File: src/rtl/cpu_pkg.sv
// Shared CPU definitions: fetch-stage state encoding, the NOP word and the primary opcodes
// decoded downstream.
package cpu_pkg;

    typedef enum logic [1:0] {
        StIdle  = 2'd0,
        StFetch = 2'd1,
        StExec  = 2'd2,
        StErr   = 2'd3
    } fetch_state_e;

    localparam logic [31:0] NOP = 32'h0000_0000;

    localparam logic [5:0] OP_RTYPE = 6'b000000;
    localparam logic [5:0] OP_LW    = 6'b100011;
    localparam logic [5:0] OP_SW    = 6'b101011;
    localparam logic [5:0] OP_BEQ   = 6'b000100;
    localparam logic [5:0] OP_SLTI  = 6'b001010;
    localparam logic [5:0] OP_J     = 6'b000010;

    function automatic logic is_known_op(input logic [5:0] op);
        return op inside {OP_RTYPE, OP_LW, OP_SW, OP_BEQ, OP_SLTI, OP_J};
    endfunction

endpackage

File: src/rtl/npc_calc.sv
// Next-PC selection for the executing instruction: jump, taken branch, or fall-through.
module npc_calc (
    input  logic [31:0] pc_plus4,
    input  logic [25:0] ir_low,
    input  logic        Branch,
    input  logic        Jump,
    input  logic        zero,
    output logic [31:0] next_pc
);

    logic [31:0] jump_target;
    logic [31:0] branch_target;

    assign jump_target   = {pc_plus4[31:28], ir_low, 2'b00};
    assign branch_target = pc_plus4 + {{14{ir_low[15]}}, ir_low[15:0], 2'b00};

    // Jump wins over Branch when control asserts both.
    always_comb begin
        next_pc = pc_plus4;
        if (Jump) begin
            next_pc = jump_target;
        end else if (Branch && zero) begin
            next_pc = branch_target;
        end
    end

endmodule

File: src/rtl/inst_fetch_unit.sv
// Instruction fetch stage: owns the PC, fetches over a ready handshake into the instruction
// register and holds it for the decoder until the stage is released.
module inst_fetch_unit
    import cpu_pkg::*;
#(
    parameter logic [31:0] RESET_PC = 32'h0000_0000,
    parameter int unsigned TIMEOUT  = 16,
    parameter int unsigned TO_W     = 5
) (
    input  logic        clk,
    input  logic        rst,
    output logic        inst_req,
    output logic [31:0] inst_addr,
    input  logic        inst_ready,
    input  logic [31:0] inst_in,
    input  logic        Branch,
    input  logic        Jump,
    input  logic        zero,
    input  logic        stall,
    output logic [31:0] inst_out,
    output logic [5:0]  OPcode,
    output logic [5:0]  Fun,
    output logic [31:0] pc_out,
    output logic [31:0] pc_plus4,
    output logic        inst_valid,
    output logic        fetch_err
);

    localparam logic [TO_W-1:0] TO_LAST = TO_W'(TIMEOUT - 1);

    fetch_state_e    state_q, state_d;
    logic [31:0]     pc_q, pc_d;
    logic [31:0]     ir_q, ir_d;
    logic [TO_W-1:0] cnt_q, cnt_d;
    logic            err_q, err_d;
    logic [31:0]     next_pc;

    npc_calc u_npc_calc (
        .pc_plus4 (pc_plus4),
        .ir_low   (ir_q[25:0]),
        .Branch   (Branch),
        .Jump     (Jump),
        .zero     (zero),
        .next_pc  (next_pc)
    );

    always_ff @(posedge clk or posedge rst) begin
        if (rst) begin
            state_q <= StIdle;
            pc_q    <= RESET_PC;
            ir_q    <= NOP;
            cnt_q   <= '0;
            err_q   <= 1'b0;
        end else begin
            state_q <= state_d;
            pc_q    <= pc_d;
            ir_q    <= ir_d;
            cnt_q   <= cnt_d;
            err_q   <= err_d;
        end
    end

    always_comb begin
        state_d = state_q;
        pc_d    = pc_q;
        ir_d    = ir_q;
        cnt_d   = cnt_q;
        err_d   = err_q;
        unique case (state_q)
            StIdle: begin
                state_d = StFetch;
                cnt_d   = '0;
            end
            StFetch: begin
                // A response on the last allowed cycle still counts as a hit.
                if (inst_ready) begin
                    ir_d    = inst_in;
                    cnt_d   = '0;
                    state_d = StExec;
                end else if (cnt_q == TO_LAST) begin
                    cnt_d   = '0;
                    err_d   = 1'b1;
                    state_d = StErr;
                end else begin
                    cnt_d = cnt_q + TO_W'(1);
                end
            end
            StExec: begin
                if (!stall) begin
                    pc_d    = next_pc;
                    state_d = StFetch;
                end
            end
            StErr: begin
                state_d = StErr;
            end
            default: begin
                state_d = StIdle;
            end
        endcase
    end

    assign inst_req   = (state_q == StFetch);
    assign inst_valid = (state_q == StExec);
    assign inst_addr  = pc_q;
    assign pc_out     = pc_q;
    assign pc_plus4   = pc_q + 32'd4;
    assign inst_out   = ir_q;
    assign OPcode     = ir_q[31:26];
    assign Fun        = ir_q[5:0];
    assign fetch_err  = err_q;

endmodule

File: config.mk
export PLATFORM = sky130hd
export DESIGN_NAME = inst_fetch_unit
export DESIGN_NICKNAME = d
export VERILOG_FILES = /design/src/rtl/cpu_pkg.sv /design/src/rtl/npc_calc.sv /design/src/rtl/inst_fetch_unit.sv
export SDC_FILE = /design/constraint.sdc
export NUM_CORES = 1
export LEC_CHECK = 0
export CAP_MARGIN = 20
export CORE_ASPECT_RATIO = 0.75
export CORE_MARGIN = 10
export CORE_UTILIZATION = 50
export CTS_BUF_LIST = sky130_fd_sc_hd__clkbuf_8 sky130_fd_sc_hd__clkbuf_16
export DETAILED_ROUTE_END_ITERATION = 12
export MAX_ROUTING_LAYER = met4
export PLACE_DENSITY_LB_ADDON = 0.15
export SYNTH_ARGS = -nofsm -noshare
export SYNTH_HDL_FRONTEND = slang
export SYNTH_SLANG_ARGS = --single-unit
File: constraint.sdc
create_clock -name clk -period 5.6 [get_ports clk]
set_input_delay 1.68 -clock clk [delete_from_list [all_inputs] [get_ports clk]]
set_output_delay 1.68 -clock clk [all_outputs]
set_load 0.01 [all_outputs]
# After elaboration in Yosys (flattened, before gate mapping)
# Index checks and enable logic that the tools add are counted.
# word_totals
register_bits,72
in_bits,39
out_inout_bits,143
elab_cells,32
# classes
addsub,3
eq_ne,6
muxes,9
bitwise,2
reduce_logical,7
# op_table
op,n
32-bit two-way mux,2
"32-bit by 3-bit adder with 32-bit output, second input constant",1
32-bit adder,1
5-bit two-way mux,2
5-bit case mux with 2 select lines,1
2-bit case mux with 4 select lines,1
2-bit two-way mux,3
2-bit AND reduction,3
"5-bit by 1-bit adder with 5-bit output, second input constant",1
"5-bit by 4-bit equality test with 1-bit output, second input constant",1
"2-bit equality test, second input constant",2
"3-bit by 1-bit inequality test with 1-bit output, second input constant",1
3-bit AND reduction,1
"2-bit by 1-bit equality test with 1-bit output, second input constant",1
2-bit logical NOT,1
"2-bit inequality test, second input constant",1
1-bit NOT,2
2-bit nonzero test,1
1-bit logical AND,1

# Longest topological paths before layout
# Gate-level depths: netlist (run 1).
# depth
ltp_word,4
ltp_mapped,15
ltp_nobuf,15

# Cells and area by module
# Synthesis (run 1) repeated with hierarchy kept, for this count alone.
# unflattened
cells_unflattened,625
hier_area_um2,5881.9
# modules_own_cells
module,instances,cells_each,area_each_um2
inst_fetch_unit,1,298,3654.8
npc_calc,1,327,2227.1

# Worst setup path after synthesis (run 1)
# OpenSTA, ideal clock, no wires.
# synth_timing
path_type,register to register
startpoint,register pc_q[7] (netlist: inst_addr[7])
endpoint,register pc_q[31] (netlist: inst_addr[31])
setup_time_ns,0.128
t_arrival_ns,3.858
t_required_ns,5.472
setup_slack_ns,1.614
path_stages_with_launch,16
synth_period_minus_slack_ns,3.986
cell_sequence,dfrtp_1 > and4_4 > nand4_4 > nor3_2 > nand4_1 > xnor2_1 > ha_1 > buf_2 > a211oi_1 > o21ai_0 > a41oi_1 > mux2_2 > a41o_1 > a311oi_1 > a21oi_1 > nand3b_1
# synth_between
elab_chain_len,4
# synth_lines
element,line_no,text
"start, declared",inst_fetch_unit.sv:32,"logic [31:0] pc_q, pc_d;"
"start signal, assigned",inst_fetch_unit.sv:56,pc_q <= pc_d;
32-bit by 3-bit adder with 32-bit output,inst_fetch_unit.sv:107,assign pc_plus4 = pc_q + 32'd4;
via pc_plus4[24],inst_fetch_unit.sv:24,"output logic [31:0] pc_plus4,"
32-bit adder,npc_calc.sv:15,"assign branch_target = pc_plus4 + {{14{ir_low[15]}}, ir_low[15:0], 2'b00};"
32-bit two-way mux,npc_calc.sv:22,end else if (Branch && zero) begin
32-bit two-way mux,npc_calc.sv:20,if (Jump) begin
# The timed path passes the listed nets, and every way through them passes these cells.
# A chain may end at the register's enable or synchronous reset.

# Worst setup path after layout (run 1)
# layout_timing
startpoint,register pc_q[3] (netlist: inst_addr[3])
endpoint,register pc_q[31] (netlist: inst_addr[31])
# layout_between
elab_chain_len,4
# layout_lines
element,line_no
32-bit by 3-bit adder with 32-bit output (*),inst_fetch_unit.sv:107
32-bit adder,npc_calc.sv:15
32-bit two-way mux,npc_calc.sv:22
32-bit two-way mux (*),npc_calc.sv:20
# Mark *: on every way between the ends. The rest lies on a longest branch, timed or not.

==> results of run 1 <==
==> layout make-up <==
class,count,area (um^2),share of cell area
antenna,1,2.50,0.000317
clock buffer,9,225,0.0285
clock inverter,7,103,0.0130
inverter,14,52.6,0.00665
multi-input combinational,549,3750,0.474
sequential,70,1750,0.222
tap,162,203,0.0256
timing repair buffer,184,1820,0.230
==> state kept, by name, indices dropped and copies added (netlist names) <==
register and count:
cnt_q 5, fetch_err 1, state_q 2, inst_out 32
inst_addr 30
==> power breakdown <==
group          switching [uW]  total, uW  internal (uW)
clock                     249        645            396
sequential                382       1110            730
combinational            1960       3760           1800
total                    2590       5520           2930
==> cell families (layout without fill, tap and decap cells) <==
logic type,after synthesis,count (layout),share of synthesized area
simple gates,231,231,0.198
buf+inv,91,214,0.0875
xor+xnor,46,46,0.0683
mux,39,39,0.0721
other cells,1,7,0.000625
fa+ha+maj,38,38,0.0804
flops,70,70,0.292
compound gates,189,189,0.202
==> cell usage after synthesis, types with 8 or more instances <==
library cell | count | share of area
dfrtp_1 | 70 | 0.29
nand2_1 | 70 | 0.044
o21ai_0 | 50 | 0.042
a21oi_1 | 49 | 0.041
buf_4 | 48 | 0.060
nor2_1 | 45 | 0.028
ha_1 | 37 | 0.077
mux2_2 | 34 | 0.064
xnor2_1 | 32 | 0.047
nand3_1 | 28 | 0.023
clkbuf_1 | 20 | 0.013
nand4_1 | 19 | 0.020
a21o_1 | 17 | 0.021
nor2b_1 | 15 | 0.016
inv_1 | 13 | 0.0081
nor3_1 | 13 | 0.011
xor2_1 | 13 | 0.019
or3_1 | 11 | 0.011
a211oi_1 | 9 | 0.011
o211ai_1 | 8 | 0.010
==> cell usage in the layout (no fill, tap or decap), types with 5 or more instances in the layout <==
cell type / n
clkdlybuf4s50_1: 175
nand2_1: 70
dfrtp_1: 70
o21ai_0: 50
a21oi_1: 49
nor2_1: 45
ha_1: 37
mux2_2: 34
xnor2_1: 32
nand3_1: 28
nand4_1: 19
a21o_1: 17
nor2b_1: 15
xor2_1: 13
nor3_1: 13
inv_1: 12
or3_1: 11
a211oi_1: 9
clkbuf_16: 9
buf_4: 9
o211ai_1: 8
o21bai_1: 6
and3_1: 6
conb_1: 6
mux2i_1: 5
a22oi_1: 5
==> worst min path at each step <==
stage              start         to  slack, ns  cells past startpoint
2_1_floorplan   cnt_q[3]   cnt_q[3]       0.45                      1
3_3_place_gp   fetch_err  fetch_err       0.44                      1
3_5_place_dp   fetch_err  fetch_err       0.46                      1
4_1_cts        fetch_err  fetch_err       0.48                      1
5_1_grt        fetch_err  fetch_err       0.51                      1
6_report       fetch_err  fetch_err       0.48                      1
==> stage by stage <==
| stage | total power (uW) | setup slack [ns] | cells | area (um^2) | hold WS (ns) |
|---|---|---|---|---|---|
| 5_1_grt | 5860 | 0.493 | 996 | 7900 | 0.509 |
| 3_3_place_gp | 4710 | 1.22 | 979 | 7570 | 0.445 |
| 6_report | 5520 | 0.690 | 996 | 7900 | 0.475 |
| 4_1_cts | 5470 | 0.884 | 995 | 7900 | 0.482 |
| 3_5_place_dp | 4790 | 0.972 | 979 | 7570 | 0.458 |
| 2_1_floorplan | 3370 | 1.61 | 710 | 6020 | 0.451 |
==> worst register-to-register path, cell delays in order (launching register included) <==
cell      delay (ns)
dfrtp_1         0.44
ha_1            0.24
nand4_1         0.32
nor3_2          0.51
nand4_1         0.17
xnor2_1         0.34
ha_1            0.42
a211oi_1        0.38
o21ai_0         0.16
a41oi_1         0.34
mux2_2          0.37
a41o_1          0.20
a311oi_1        0.53
o21ai_0         0.26
nand3b_1        0.15
==> layer usage <==
layer | vias up | track usage
li1 | 2769 | -
met4 | 0 | 0.0452
met2 | 320 | 0.366
met5 | - | -
met1 | 2916 | 0.340
met3 | 22 | 0.0726
==> impl_metrics.yaml, run 1 <==
timing:
  finalHoldViolations: 0
  final-setup-viol-count: 0
  skew_ns: 0.00831
  worst_slew_pin_slew_ns: 0.956
  drv_slew: 0
  rsz0062_at_grt: "no"
  max_freq_mhz: 204
  finalSetupTns_ns: 0
  min_period_ns: 4.91
  fin_crit_sh: 0.877
  slew_headroom: 0.363
setup_path:
  critPathRequiredTime_ns: 5.86
  critPathKind: "flop to flop"
  end_kind: "flop"
  crit_buf_inv: 0
  critPathSlowestCell: "a311oi_1"
  r2r_cells: 14
  crit_path_max_fanout: 10
  r2r_slack_ns: 0.69
  cp.arrival_ns: 5.17
  rr_startpoint: "inst_addr[3]"
  crit_end: "inst_addr[31]"
  r2r-end: "inst_addr[31]"
  start_kind: "flop"
  crit_chain: "ha_1 -> nand4_1 -> nor3_2 -> nand4_1 -> xnor2_1 -> ha_1 -> a211oi_1 -> o21ai_0 -> a41oi_1 -> mux2_2 -> a41o_1 -> a311oi_1 -> o21ai_0 -> nand3b_1"
  cp.depth: 14
  startpoint: "inst_addr[3]"
  slowest_delay_ns: 0.53
  critPathTopFamily: "compound AO/OA/AOI/OAI gates"
floorplanning:
  die_area_um2: 16800
  die_height_um: 115
  die_x_um: 147
  core_area_um2: 11700
  row_count: 34
  io_pins: 182
  start_util: 0.515
synth:
  synth_warnings: 0
  avgSynthCellArea_um2: 8.52
  syn_area_um2: 6000
  ys_seq_area_frac: 0.292
  ys.flop_type: "dfrtp_1"
  synth_edf_count: 0
  synth-async-reset-ratio: 1.00
  yosysUniqueCellTypes: 71
  syn_inst: 705
  yosys_register_bits: 70
clocking:
  cts_root_buf: "clkbuf_16"
  cts_tree: "built"
  cts_buffer_depth: 2
  clkTransAtPathRegs_ns: 0.07
  postCtsHoldBufs: 0
  clock-sinks: 70
  cts_setup_buffers: 0
  clock_latency_ns: 0.33
  htree_num_levels: 3
  cts_buffers: 9
  cts_resized: 0
grt:
  grt_overflow: 0
  grt_max_degree: 42
  grt_pass1_vias: 5788
  grt_pass1_wl_um: 32900
  grt_use_total: 0.250
  antenna_found_initial: 1
routing:
  via_per_inst: 6.05
  via_count: 6027
  wl_per_cell_um: 21.7
  wl_met3_um: 2320
  highest_layer: "met4"
  antenna_left: 0
  finalWirelength_um: 21600
  drc: 0
  wl_met1_um: 9700
  firstDrtPassIters: 6
  wl_met2_um: 9400
  drt_iter0_drc: 521
power_and_ir_drop:
  pwr_density_cell_nw_per_um2: 698
  ir_drop_mv: 0.377
  p_leak_uw: 0.00329
placed_design:
  hpwl_um: 16700
  gp_congestion: 0.979
  port_buffers: 175
finish:
  n_fill_cell: 986
  syn2layout_area_growth_pct: 31.6
  final_util: 0.678
  nets: 905
  drive_above_1_share: 0.0888
run_status:
  outcome: "finished, final reports clean"
flow_run:
  drv_cap: 0
hold_path:
  hold_path.class: "flop to flop"
Power figures use the tool's default switching activity.
==> run 2, diff against run 1 <==
Settings changed: CELL_PAD_IN_SITES_DETAIL_PLACEMENT set to 1, CELL_PAD_IN_SITES_GLOBAL_PLACEMENT set to 2, CORE_UTILIZATION 50 to 30.
==> run 2 against run 1 <==
Sequential power about the same. Utilization down 27 points. Flip-flop and latch count stayed put. Critical path type unchanged. Critical endpoint unchanged.
==> impl_metrics.yaml, run 2 (synthesis results as in run 1) <==
run_status:
  outcome: "finished, final reports clean"
timing:
  finalHoldViolations: 0
  final-setup-viol-count: 0
  skew_ns: 0.00958
  slew_headroom: 0.362
  fin_ws_ns: 0.751
  max_freq_mhz: 206
  fin_crit_sh: 0.866
  rsz0062_at_grt: "no"
  finalSetupTns_ns: 0
  worst_slew_pin_slew_ns: 0.957
  drv_slew: 0
  min_period_ns: 4.85
floorplanning:
  row_count: 44
  start_util: 0.308
  core_area_um2: 19500
  die_area_um2: 26100
  io_pins: 182
  die_height_um: 143
  die_x_um: 183
clocking:
  clock_latency_ns: 0.35
  clkTransAtPathRegs_ns: 0.07
  cts_setup_buffers: 0
  postCtsHoldBufs: 0
  clock-sinks: 70
  cts_buffers: 9
  cts_resized: 0
  htree_num_levels: 3
  cts_buffer_depth: 2
  cts_tree: "built"
  cts_root_buf: "clkbuf_16"
grt:
  antenna_found_initial: 1
  grt_max_degree: 40
  grt_pass1_vias: 5986
  grt_pass1_wl_um: 38000
  grt_use_total: 0.194
  grt_overflow: 0
power_and_ir_drop:
  ir_drop_mv: 0.281
  pwr_density_cell_nw_per_um2: 705
  p_leak_uw: 0.00328
setup_path:
  cp.arrival_ns: 5.12
  slowest_delay_ns: 0.59
  start_kind: "flop"
  critPathRequiredTime_ns: 5.87
  critPathSlowestCell: "a311oi_1"
  crit_chain: "and4_4 -> nand4_4 -> nor3_2 -> nand4_1 -> xnor2_1 -> ha_1 -> a211oi_1 -> o21ai_0 -> a41oi_1 -> mux2_2 -> a41o_1 -> a311oi_1 -> o21ai_0 -> nand3b_1"
  critPathKind: "flop to flop"
  r2r_slack_ns: 0.75
  crit_path_max_fanout: 10
  crit_buf_inv: 0
  critPathTopFamily: "compound AO/OA/AOI/OAI gates"
  end_kind: "flop"
  cp_common_cell: "o21ai_0"
routing:
  antenna_left: 0
  drc: 0
  via_per_inst: 5.38
  via_count: 5845
  wl_per_cell_um: 23.2
  firstDrtPassIters: 5
  finalWirelength_um: 25200
  drt_iter0_drc: 416
flow_run:
  drv_cap: 0
hold_path:
  hold_path.class: "flop to flop"
finish:
  largest_reg_flops: 32
  final_cell_mix: "clkdlybuf4s50_1, nand2_1, dfrtp_1, o21ai_0, a21oi_1"
  final_common_cell: "clkdlybuf4s50_1"
  drive_above_1_share: 0.0888
  syn2layout_area_growth_pct: 33.1
  nets: 905
placed_design:
  place_worst_setup_slack_ns: 0.801
  port_buffers: 175
  hpwl_um: 20000
  gp_congestion: 0.870
run 2: cell count changes in the layout (fill, tap and decap cells not counted), sizes merged:
cell      before  now
clkinvlp       1    2
bufinv         2    1
run 2: routing by layer:
layer / global-route usage / wire length [um] / part of all wire
met1: 0.266 / 12300 / 0.49
met3: 0.0531 / 1760 / 0.070
met2: 0.281 / 10900 / 0.43
met4: 0.0353 / 247 / 0.0098
met5: - / 0 / 0
run 2: path summary, 6_finish.rpt:
| check | startpoint | end | depth (start not counted) |
|---|---|---|---|
| worst max-delay path | inst_addr[7] | inst_addr[31] | 14 |
| worst min-delay path | fetch_err | fetch_err | 1 |
| worst max register to register | inst_addr[7] | inst_addr[31] | 14 |
| worst min register to register | fetch_err | fetch_err | 1 |
| max in group asynchronous | rst | cnt_q[2] | 3 |
| min in group asynchronous | rst | inst_out[1] | 2 |
run 2: area by class of cell:
cell class,count,area [um^2]
Antenna cell,1,2.50
Timing Repair Buffer,184,1820
Fill cell,2276,11500
Clock buffer,9,225
Tap cell,253,317
Multi-Input combinational cell,549,3750
Clock inverter,7,80.1
Sequential cell,70,1750
Inverter,14,52.6
run 2: power breakdown:
part	switching, uW	total, uW	internal, uW
Clock	262	613	351
Sequential	384	1110	730
Combinational	2110	3910	1810
run 2: per-stage QoR:
stage / util / cells / hold WS [ns] / instance area [um^2] / power [uW]
final: 0.410 / 1087 / 0.472 / 7990 / 5640
after global routing: 0.410 / 1087 / 0.509 / 7990 / 6050
after CTS: 0.410 / 1086 / 0.484 / 7990 / 5660
after detailed placement: 0.394 / 1070 / 0.463 / 7690 / 5000
after global placement: 0.394 / 1070 / 0.442 / 7690 / 4930
after floorplan: - / 710 / 0.451 / 6020 / 3370
